### config.mk
export PLATFORM = sky130hd
export DESIGN_NAME = led_sequencer_flat
export DESIGN_NICKNAME = d
export VERILOG_FILES = /design/src/rtl/led_sequencer_pkg.sv /design/src/rtl/led_sequencer_if.sv /design/src/rtl/led_sequencer_edge_sync.sv /design/src/rtl/led_sequencer.sv /design/src/flat_wrapper.sv
export SDC_FILE = /design/constraint.sdc
export NUM_CORES = 1
export LEC_CHECK = 0
export CORE_ASPECT_RATIO = 0.75
export CORE_MARGIN = 2
export CORE_UTILIZATION = 31
export CTS_CLUSTER_DIAMETER = 40
export DETAILED_ROUTE_END_ITERATION = 6
export MAX_ROUTING_LAYER = met4
export SLEW_MARGIN = 25
export SYNTH_ARGS = -nofsm -noshare
export SYNTH_HDL_FRONTEND = slang
export SYNTH_SLANG_ARGS = --single-unit
### constraint.sdc
create_clock -name clk -period 3.3 [get_ports clk]
set_clock_uncertainty 0.15 [all_clocks]
set_input_delay 0.66 -clock clk [delete_from_list [all_inputs] [get_ports clk]]
set_output_delay 0.66 -clock clk [all_outputs]
set_load 0.01 [all_outputs]
### src/rtl/led_sequencer_pkg.sv
// Shared definitions for the LED pattern sequencer: the mode select encoding,
// the FSM state encoding and small helpers that relate the two.
package led_sequencer_pkg;

    typedef enum logic [1:0] {
        ModeRotL   = 2'b00,
        ModeRotR   = 2'b01,
        ModeBounce = 2'b10,
        ModeBlink  = 2'b11
    } mode_e;

    typedef enum logic [2:0] {
        StIdle   = 3'd0,
        StRotL   = 3'd1,
        StRotR   = 3'd2,
        StBncUp  = 3'd3,
        StBncDn  = 3'd4,
        StBlkOn  = 3'd5,
        StBlkOff = 3'd6
    } state_e;

    // True when the running state already belongs to the selected pattern, so a
    // tick continues the pattern instead of restarting it.
    function automatic logic in_family(state_e st, mode_e m);
        logic hit;
        hit = 1'b0;
        unique case (m)
            ModeRotL:   hit = (st == StRotL);
            ModeRotR:   hit = (st == StRotR);
            ModeBounce: hit = (st == StBncUp) || (st == StBncDn);
            ModeBlink:  hit = (st == StBlkOn) || (st == StBlkOff);
            default:    hit = 1'b0;
        endcase
        return hit;
    endfunction

    function automatic state_e entry_state(mode_e m);
        state_e st;
        st = StIdle;
        unique case (m)
            ModeRotL:   st = StRotL;
            ModeRotR:   st = StRotR;
            ModeBounce: st = StBncUp;
            ModeBlink:  st = StBlkOn;
            default:    st = StIdle;
        endcase
        return st;
    endfunction

endpackage

### src/rtl/led_sequencer_if.sv
// Pattern-control and LED-drive bundle between the board-side controller
// (master) and the sequencer (slave).
interface led_sequencer_if
    import led_sequencer_pkg::*;
#(
    parameter int unsigned LED_COUNT = 8
);

    logic                 div_in;
    logic                 enable;
    mode_e                mode;
    logic [LED_COUNT-1:0] leds;
    logic                 step_tick;
    logic                 wrap;

    modport master (
        output div_in,
        output enable,
        output mode,
        input  leds,
        input  step_tick,
        input  wrap
    );

    modport slave (
        input  div_in,
        input  enable,
        input  mode,
        output leds,
        output step_tick,
        output wrap
    );

endinterface

### src/rtl/led_sequencer_edge_sync.sv
// Synchronizes the asynchronous divider wave and flags its rising edges with
// a combinational one-cycle rise strobe.
module edge_sync #(
    parameter int unsigned SYNC_STAGES = 2
) (
    input  logic clk,
    input  logic rst_n,
    input  logic d,
    output logic rise
);

    logic [SYNC_STAGES-1:0] sync_q;
    logic                   hist_q;

    always_ff @(posedge clk or negedge rst_n) begin
        if (!rst_n) begin
            sync_q <= '0;
            hist_q <= 1'b0;
        end else begin
            sync_q <= {sync_q[SYNC_STAGES-2:0], d};
            hist_q <= sync_q[SYNC_STAGES-1];
        end
    end

    assign rise = sync_q[SYNC_STAGES-1] & ~hist_q;

endmodule

### src/rtl/led_sequencer.sv
// LED pattern sequencer: each synchronized rising edge of the divider wave
// advances a rotate/bounce/blink pattern on the LED outputs.
module led_sequencer
    import led_sequencer_pkg::*;
#(
    parameter int unsigned LED_COUNT   = 8,
    parameter int unsigned SYNC_STAGES = 2
) (
    input  logic            clk,
    input  logic            rst_n,
    led_sequencer_if.slave  bus
);

    localparam int unsigned N = LED_COUNT;

    localparam logic [N-1:0] LedsOne = {{(N-1){1'b0}}, 1'b1};
    localparam logic [N-1:0] LedsMsb = {1'b1, {(N-1){1'b0}}};
    localparam logic [N-1:0] LedsAll = {N{1'b1}};

    logic         rise;
    state_e       state_q;
    logic [N-1:0] leds_q;
    logic         tick_q;
    logic         wrap_q;

    logic [N-1:0] rot_l;
    logic [N-1:0] rot_r;
    logic [N-1:0] shl;
    logic [N-1:0] shr;
    logic [N-1:0] init_leds;

    edge_sync #(
        .SYNC_STAGES(SYNC_STAGES)
    ) u_edge_sync (
        .clk  (clk),
        .rst_n(rst_n),
        .d    (bus.div_in),
        .rise (rise)
    );

    always_comb begin
        rot_l = {leds_q[N-2:0], leds_q[N-1]};
        rot_r = {leds_q[0], leds_q[N-1:1]};
        shl   = leds_q << 1;
        shr   = leds_q >> 1;
    end

    always_comb begin
        init_leds = LedsOne;
        unique case (bus.mode)
            ModeRotL:   init_leds = LedsOne;
            ModeRotR:   init_leds = LedsMsb;
            ModeBounce: init_leds = LedsOne;
            ModeBlink:  init_leds = LedsAll;
            default:    init_leds = LedsOne;
        endcase
    end

    // All outputs are registered here; leds and wrap move only on a rise edge,
    // except that dropping enable blanks the LEDs on the very next edge.
    always_ff @(posedge clk or negedge rst_n) begin
        if (!rst_n) begin
            state_q <= StIdle;
            leds_q  <= '0;
            tick_q  <= 1'b0;
            wrap_q  <= 1'b0;
        end else begin
            tick_q <= rise;
            if (!bus.enable) begin
                state_q <= StIdle;
                leds_q  <= '0;
                wrap_q  <= 1'b0;
            end else if (!rise) begin
                wrap_q <= 1'b0;
            end else if (!in_family(state_q, bus.mode)) begin
                // Idle or a mode switch: start the selected pattern from scratch.
                state_q <= entry_state(bus.mode);
                leds_q  <= init_leds;
                wrap_q  <= 1'b0;
            end else begin
                case (state_q)
                    StRotL: begin
                        leds_q <= rot_l;
                        wrap_q <= (leds_q == LedsMsb);
                    end
                    StRotR: begin
                        leds_q <= rot_r;
                        wrap_q <= (leds_q == LedsOne);
                    end
                    StBncUp: begin
                        leds_q <= shl;
                        wrap_q <= 1'b0;
                        if (shl == LedsMsb) begin
                            state_q <= StBncDn;
                        end
                    end
                    StBncDn: begin
                        leds_q <= shr;
                        wrap_q <= (shr == LedsOne);
                        if (shr == LedsOne) begin
                            state_q <= StBncUp;
                        end
                    end
                    StBlkOn: begin
                        state_q <= StBlkOff;
                        leds_q  <= '0;
                        wrap_q  <= 1'b0;
                    end
                    StBlkOff: begin
                        state_q <= StBlkOn;
                        leds_q  <= LedsAll;
                        wrap_q  <= 1'b1;
                    end
                    default: begin
                        state_q <= StIdle;
                        leds_q  <= '0;
                        wrap_q  <= 1'b0;
                    end
                endcase
            end
        end
    end

    assign bus.leds      = leds_q;
    assign bus.step_tick = tick_q;
    assign bus.wrap      = wrap_q;

endmodule

### src/flat_wrapper.sv
// flat-port wrapper written by rule: the top's interface ports become plain ports
module led_sequencer_flat import led_sequencer_pkg::*;
#(
    parameter int unsigned LED_COUNT   = 8,
    parameter int unsigned SYNC_STAGES = 2
)
  (clk, rst_n, bus_div_in, bus_enable, bus_mode, bus_leds, bus_step_tick, bus_wrap);
  led_sequencer_if #(.LED_COUNT(LED_COUNT)) bus_i ();
  input  logic clk;
  input  logic rst_n;
  input wire logic [$bits(bus_i.div_in)-1:0] bus_div_in;
  input wire logic [$bits(bus_i.enable)-1:0] bus_enable;
  input wire logic [$bits(bus_i.mode)-1:0] bus_mode;
  output wire logic [$bits(bus_i.leds)-1:0] bus_leds;
  output wire logic [$bits(bus_i.step_tick)-1:0] bus_step_tick;
  output wire logic [$bits(bus_i.wrap)-1:0] bus_wrap;
  assign bus_i.div_in = bus_div_in;
  assign bus_i.enable = bus_enable;
  assign bus_i.mode = bus_mode;
  assign bus_leds = bus_i.leds;
  assign bus_step_tick = bus_i.step_tick;
  assign bus_wrap = bus_i.wrap;
  led_sequencer #(.LED_COUNT(LED_COUNT), .SYNC_STAGES(SYNC_STAGES)) u_core (.clk(clk), .rst_n(rst_n), .bus(bus_i));
endmodule
# Yosys cells after proc, flatten, opt, wreduce, memory -nomap -nowiden
# Cells that the tools add are included.
# Widths: inputs -> output; s select.
# op_classes
eq_ne	17
muxes	19
n_bitwise	2
n_reduce_logical	6
# ops
op	count
$pmux 8 s5	1
$mux 8	3
$pmux 8 s3	1
$mux 3	5
$pmux 3 s5	1
$pmux 3 s4	1
$eq 3x3->1 const B	3
$eq 8x1->1 const B	1
$eq 8x8->1 const B	1
$ne 4x4->1 const B	2
$pmux 1 s4	2
$eq 7x1->1 const B	1
$eq 7x7->1 const B	1
$eq 3x2->1 const B	2
$mux 1	5
$eq 2x2->1 const B	2
$reduce_and 4->1	1
$reduce_or 2->1	2
$eq 3x1->1 const B	1
$ne 3x3->1 const B	1
$eq 2x1->1 const B	1
$logic_not 2->1	1
$logic_or 1x1->1	2
$ne 2x1->1 const B	1
2 further kinds	2
# word_totals
ff_bits	16
output_inout_bits	10

# Longest topological paths before layout
# Gate-level depths: netlist of run 1.
# depth
word_depth	8
mapped_depth	9
mapped_depth_nobuf	8

# Hierarchy
# From an unflattened synthesis of run 1, not the netlist that was laid out.
# hier_totals
cells_unflattened	138
area_unflattened_um2	1241.2
# modules_own_cells
mod	n_inst	cells_per_inst	area_per_inst_um2	seq_area_each_um2
led_sequencer	1	134	1152.4	325.3
edge_sync	1	4	88.8	75.1

# Worst setup path after synthesis of run 1
# OpenSTA, ideal clock, no wires.
# synth_timing
kind	input-to-reg
from	in bus_mode[0]
to	reg u_core.leds_q[6] (netlist: u_core.bus.leds[6])
arrival_ps	1814
slack_ps	1215
path_stages	7
n_path_buf	0
path_cell_list	inv_1 ha_1 nand3b_1 a21oi_2 a21oi_2 or2_1 a22o_1
# synth_via
elab_chain_len	7
# synth_lines
element	line_no	rtl
from (decl)	flat_wrapper.sv:13	input wire logic [$bits(bus_i.mode)-1:0] bus_mode;
$eq 2x2->1, or another cell as far along	led_sequencer_pkg.sv:27, led_sequencer.sv:50	
$pmux 1 s4	led_sequencer_pkg.sv:27	unique case (m)
$mux 1	led_sequencer.sv:73	end else if (!rise) begin
$mux 1	led_sequencer.sv:69	if (!bus.enable) begin
$mux 8 *	led_sequencer.sv:75	end else if (!in_family(state_q, bus.mode)) begin
$mux 8 *	led_sequencer.sv:73	
$mux 8 *	led_sequencer.sv:69	
to (signal assigned)	led_sequencer.sv:78	leds_q <= init_leds;
to (signal assigned)	led_sequencer.sv:83	leds_q <= rot_l;
to (signal assigned)	led_sequencer.sv:87	leds_q <= rot_r;
to (decl)	led_sequencer.sv:22	logic [N-1:0] leds_q;
# Every way passes the cells marked *; elsewhere a longest branch is shown, timed or not. The select of a mux whose other input is x is not followed.
# A chain may end at the register's enable or synchronous reset.

# Worst setup path after layout of run 1
# layout_timing
from	in bus_mode[0]
to	reg u_core.state_q[1]
# layout_via
elab_chain_len	7
# layout_lines
element	line_no	rtl
$eq 2x2->1, or another cell as far along	led_sequencer_pkg.sv:27, led_sequencer_pkg.sv:40	
$pmux 1 s4	led_sequencer_pkg.sv:27	
$mux 1	led_sequencer.sv:73	
$mux 1	led_sequencer.sv:69	
$mux 3	led_sequencer.sv:75	
$mux 3	led_sequencer.sv:73	
$mux 3	led_sequencer.sv:69	
to (signal assigned)	led_sequencer.sv:63	state_q <= StIdle;
to (signal assigned)	led_sequencer.sv:70	state_q <= StIdle;
to (signal assigned)	led_sequencer.sv:77	state_q <= entry_state(bus.mode);
to (decl)	led_sequencer.sv:21	state_e state_q;
# Several ways; a longest one is shown, not always the timed one. The select of a mux whose other input is x is not followed.

==> results_dict.tcl, run 1 <==
set metrics [dict create \
    final_antenna_net_count 0 \
    chipHeight_um 59.43 \
    setup_violations 0 \
    cts_resized 0 \
    syn_inst 133 \
    drc_errors 0 \
    grt_max_degree 28 \
    antenna_found_initial 0 \
    path_class "in -> reg" \
    synth_largest_area_cell "dfrtp_1" \
    dr.first_iter.drc_count 92 \
    fin_setup_tns_ns 0 \
    grt_pass1_wl_um 5306 \
    track_usage_pct 14.88 \
    pwr-share-comb_pct 19.7 \
    rr_startpoint "u_core.state_q[2]" \
    cp_cell_sequence "clkdlybuf4s50_1 > inv_1 > ha_1 > nand3b_1 > a21oi_2 > a21oi_2 > a21o_1 > a32o_1" \
    coreArea_mm2 0.004004 \
    relSlewSlack_pct 46.66 \
    drv_cap 0 \
    dp_hpwl_um 2140 \
    switchingPower_w 0.0001408 \
    worst_setup_path_end_kind "flop" \
    tightest_slew_ns 0.7976 \
    clkSlewWorstSetupHoldPaths_ns 0.07 \
    vias_per_cell 5.473 \
    ys.flop_type "dfrtp_1" \
    cts_hold_buf 0 \
    fin_crit_sh_pct 79.17 \
    yosysSeqAreaShare_pct 31.53 \
    finalMaxSlewViolations 0 \
    cts_buffer_depth 2 \
    synth.top_cell.area_share_pct 31.53 \
    yosysWarnings 0 \
    max_stage_delay_ns 0.54 \
    required_ns 3.29 \
    cts_sinks 16 \
    synth_edf_count 0 \
    synth_area_per_cell_um2 9.549 \
    place_congestion 0.8360 \
    final_common_cell "dfrtp_1" \
    wirelength_um 3088 \
    synth_seq_cells 16 \
    synth_area_leaders "dfrtp_1 32%, ha_1 6.9%, a22o_1 5.5%, a211o_1 4.1%, nor2_1 3.5%" \
    numCtsBuffers 3 \
    clkLatencyLatePin_ns 0.26 \
    crit_path_start "bus_mode[0]" \
    cts_max_level 1 \
    layout_setup_ws_ns 0.6876 \
    synthArstFlopShare_pct 100.0 \
    gr-total-overflow 0 \
    initial_core_util_pct 31.72 \
    rrSetupSlack_ns 0.91 \
    cp-endpoint "u_core.state_q[1]" \
    seqPwrFrac_pct 43.4 \
    num_rows 20 \
    intPower_w 0.0003550 \
    crit_path_start_kind "input pin" \
    io_pins 16 \
    min_period_ns 2.612 \
    io_buffers 15 \
    holdWs_ns 0.2076 \
    p_per_area_mw_per_mm2 332.9 \
    hp-class "reg -> reg" \
    layout_common_cells "16 x dfrtp_1, 15 x clkdlybuf4s50_1, 12 x nor2_1" \
    cts_tree "done" \
    switching_share_pct 28.39 \
    crit_arrival_ns 2.61 \
    rsz0062_at_grt "false" \
    syn2layout_area_growth_pct 17.24 \
    diodes 0 \
    dp_slack_ns 0.4496 \
    critPathMaxFanout 7 \
    ir_drop_mv 0.1520 \
    grt_pass1_vias 1052 \
    status "completed" \
    p_leak_nw 0.6085 \
    reg2regPathDepth 7 \
    vias 1100 \
    synth_cell_types 47 \
    syn_area_mm2 0.001270 \
    layout.nets 160 \
    crit_slowest_cell "clkdlybuf4s50_1" \
    fin_cells 201 \
    dp_cells 197 \
    die_w_um 77.91 \
    fmax_ghz 0.3828 \
    cts-root-buf "clkbuf_8" \
    cts_setup_buffers 0 \
    cp_common_cell "a21oi_2" \
    die-area_mm2 0.004630 \
    first_pass_iters 4 \
    routedWlPerCell_um 15.36 \
    pwr-share-clk_pct 36.9 \
    layout-drive-gt1-share_pct 10.96 \
    crit-reg2reg-capture "u_core.bus.wrap" \
    syn_nets 146 \
    finalHoldViolCount 0 \
]
-- power groups by stage --
stage	combinational, W	clock, W	sequential, W
after global routing	0.000107	0.000192	0.000217
after global placement	0.0000945	0	0.000218
after detailed placement	0.0000971	0	0.000219
after CTS	0.0000977	0.000187	0.000215
after floorplan	0.0000642	0	0.000217
final	0.0000977	0.000183	0.000215
-- cell usage after synthesis (all sizes together), types with 2 or more instances --
| master | number |
|---|---|
| a22o | 8 |
| nand4bb | 3 |
| buf | 9 |
| and2 | 2 |
| nor2b | 4 |
| a21oi | 4 |
| mux2i | 3 |
| o211ai | 2 |
| nand2b | 5 |
| nand3b | 2 |
| a211o | 6 |
| o21ai | 9 |
| dfrtp | 16 |
| inv | 3 |
| ha | 7 |
| o32ai | 2 |
| a21o | 3 |
| o21a | 2 |
| nor2 | 12 |
| nand4b | 3 |
| nand2 | 10 |
-- routing by layer --
layer / vias to the layer above / share of wire (%) / global-route usage [%]
li1: 526 / - / -
met3: 2 / 3.3 / 3.811
met1: 549 / 50 / 20.95
met5: - / 0 / -
met2: 23 / 46 / 21.43
met4: 0 / 0.29 / 3.509
-- final cells by class --
type	count	area, um2
inverter	3	11.26
tap	55	68.82
multi-input combinational	105	780.7
clock buffer	4	55.05
sequential	16	400.4
fill	419	2515
timing repair buffer	18	172.7
-- worst min path at each step --
| stage | startpoint | end | slack, ns | depth (start not counted) |
|---|---|---|---|---|
| after floorplan | u_core.u_edge_sync.sync_q[0] | u_core.u_edge_sync.sync_q[1] | 0.18 | 0 |
| after global placement | u_core.u_edge_sync.sync_q[0] | u_core.u_edge_sync.sync_q[1] | 0.18 | 0 |
| after detailed placement | u_core.u_edge_sync.sync_q[0] | u_core.u_edge_sync.sync_q[1] | 0.20 | 0 |
| after CTS | u_core.u_edge_sync.sync_q[0] | u_core.u_edge_sync.sync_q[1] | 0.21 | 0 |
| after global routing | u_core.u_edge_sync.sync_q[0] | u_core.u_edge_sync.sync_q[1] | 0.22 | 0 |
| final | u_core.u_edge_sync.sync_q[0] | u_core.u_edge_sync.sync_q[1] | 0.21 | 0 |
-- registers in the layout, summed over array words and instances (netlist names) --
register	count
u_core.bus.leds	8
u_core.bus.step_tick	1
u_core.bus.wrap	1
u_core.state_q	3
u_core.u_edge_sync.hist_q	1
u_core.u_edge_sync.sync_q	2
-- cell families (layout without fill, tap and decap cells) --
kind of cell	Yosys count	after routing	share of synthesized area, %
mux	3	3	2.365
buf+inv	12	25	6.994
fa+ha+maj	8	8	7.684
compound gates	45	45	27.39
xor+xnor	1	1	0.6898
simple gates	48	48	23.35
flops	16	16	31.53
-- through the flow --
| step | area (um2) | utilization (%) | power (W) |
|---|---|---|---|
| finish | 1489 | 37.19 | 0.0004957 |
| CTS | 1489 | 37.19 | 0.0004994 |
| global placement | 1434 | 35.81 | 0.0003127 |
| floorplan | 1270 | - | 0.0002813 |
| detailed placement | 1434 | 35.81 | 0.0003159 |
| global route | 1489 | 37.19 | 0.0005161 |
-- worst max-delay path, delay by kind of cell --
family / cells / cell delay (ns)
AND/OR/NAND/NOR: 1 / 0.21
AO/OA/AOI/OAI: 4 / 0.83
adder cells (fa/ha/maj): 1 / 0.28
buffers and inverters: 2 / 0.62
Note: power is estimated with default switching activity, not from simulation.
==> inputs of run 2 (changes only) <==
==> constraint.sdc (replaced) <==
create_clock -name clk -period 2.3 [get_ports clk]
set_clock_uncertainty 0.15 [all_clocks]
set_input_delay 0.46 -clock clk [delete_from_list [all_inputs] [get_ports clk]]
set_output_delay 0.46 -clock clk [all_outputs]
set_load 0.01 [all_outputs]
==> results_dict.tcl, run 2 (synthesized netlist as in run 1, its figures left out) <==
set metrics [dict create \
    status "completed" \
    layout.nets 168 \
    placed_cell_area_mm2 0.001494 \
    layout-drive-gt1-share_pct 17.53 \
    cts_hold_buf 0 \
    num_rows 20 \
    grt_pass1_vias 1011 \
    crit_path_start "u_core.state_q[0]" \
    required_ns 2.32 \
    die_w_um 77.91 \
    diodes 0 \
    cts_sinks 16 \
    cts_buffer_depth 2 \
    antenna_found_initial 0 \
    fin_setup_tns_ns 0 \
    vias 1082 \
    gr-total-overflow 0 \
    syn2layout_area_growth_pct 24.04 \
    clkSlewWorstSetupHoldPaths_ns 0.07 \
    setup_violations 0 \
    io_pins 16 \
    finalHoldViolCount 0 \
    final_common_cell "dfrtp_1" \
    fin_crit_sh_pct 90.30 \
    place_congestion 0.8536 \
    rr_startpoint "u_core.state_q[0]" \
    final_area_mm2 0.001575 \
    drv_cap 0 \
    path_class "reg -> reg" \
    chipHeight_um 59.43 \
    cts_max_level 1 \
    numCtsBuffers 3 \
    coreArea_mm2 0.004004 \
    hp-class "reg -> reg" \
    dp_hpwl_um 2159 \
    layout_common_cells "16 x dfrtp_1, 13 x clkdlybuf4s50_1, 11 x nor2_1, 11 x buf_4, 10 x nand2_1" \
    critPathMaxFanout 2 \
    holdWs_ns 0.2089 \
    cts-root-buf "clkbuf_8" \
    tightest_slew_ns 0.4147 \
    cp-endpoint "u_core.bus.wrap" \
    final_util_pct 39.34 \
    drc_errors 0 \
    first_pass_iters 4 \
    vias_per_cell 5.177 \
    cts_setup_buffers 0 \
    relSlewSlack_pct 72.26 \
    dr.first_iter.drc_count 37 \
    die-area_mm2 0.004630 \
    fin_total_pwr_w 0.0007115 \
    grt_max_degree 28 \
    p_leak_nw 0.6726 \
    crit-reg2reg-capture "u_core.bus.wrap" \
    io_buffers 15 \
    min_period_ns 2.077 \
    cts_tree "done" \
    grt_pass1_wl_um 4905 \
    crit_path_start_kind "flop" \
    initial_core_util_pct 31.72 \
    finalMaxSlewViolations 0 \
    crit_arrival_ns 2.10 \
    wirelength_um 2931 \
    fmax_ghz 0.4815 \
    rrSetupSlack_ns 0.22 \
    track_usage_pct 14.09 \
    routedWlPerCell_um 14.02 \
    reg2regPathDepth 8 \
    final_antenna_net_count 0 \
    rsz0062_at_grt "false" \
    p_per_area_mw_per_mm2 451.7 \
    worst_setup_path_end_kind "flop" \
    clkLatencyLatePin_ns 0.25 \
    largest_register_ffs 8 \
    ir_drop_mv 0.2775 \
]
-- run 2: cell count changes in the layout (fill, tap and decap cells not counted), sizes merged --
cell           delta
buf               +8
dlymetal6s2s      +2
clkdlybuf4s50     -2
-- run 2: worst max-delay path, stage by stage, from the launching register on --
cell and delay [ns]:
dfrtp_1 0.37, nand2b_1 0.17, nor2_1 0.21, ha_1 0.27, nand2b_1 0.16, nor4_2 0.23, o21ai_1 0.10, a21o_1 0.17
a211oi_2 0.17
-- run 2: per-layer routing --
layer | vias up | track usage, % | share of wire, %
li1 | 535 | - | -
met1 | 526 | 18.52 | 49
met2 | 19 | 21.55 | 46
met3 | 2 | 3.963 | 4.9
met4 | 0 | 3.759 | 0.48
met5 | - | - | 0
-- run 2: worst min path at each step --
stage                                      start                            to  depth (start not counted)
floorplan                                  rst_n            u_core.bus.leds[0]                          0
global placement    u_core.u_edge_sync.sync_q[0]  u_core.u_edge_sync.sync_q[1]                          0
detailed placement  u_core.u_edge_sync.sync_q[0]  u_core.u_edge_sync.sync_q[1]                          0
CTS                 u_core.u_edge_sync.sync_q[0]  u_core.u_edge_sync.sync_q[1]                          0
global route        u_core.u_edge_sync.sync_q[0]  u_core.u_edge_sync.sync_q[1]                          0
finish              u_core.u_edge_sync.sync_q[0]  u_core.u_edge_sync.sync_q[1]                          0
-- run 2: final cells by class --
cell class / instances / area, um2
flip-flops and latches: 16 / 400.4
clock buffers: 4 / 55.05
inverters: 3 / 11.26
multi-input cells: 105 / 802.0
fillers: 413 / 2429
well taps: 55 / 68.82
repair buffers: 26 / 237.7
-- run 2: timing repair --
| item | 4_1_cts | 5_1_grt |
|---|---|---|
| endpoints found under the setup margin | 7 | 11 |
| gates resized for setup | 2 | 5 |
| pin swaps | 0 | 1 |
-- run 2: where the power goes --
part / internal [W] / switching (W)
clock network: 0.000152 / 0.000102
registers: 0.000293 / 0.0000123
logic: 0.0000727 / 0.0000791
total: 0.000518 / 0.000193
-- run 2: through the flow --
step / std cells / setup slack (ns)
finish: 209 / 0.2231
global route: 209 / 0.1014
CTS: 209 / -0.01173
detailed placement: 205 / -0.2923
global placement: 205 / -0.2573
floorplan: 133 / 0.3053
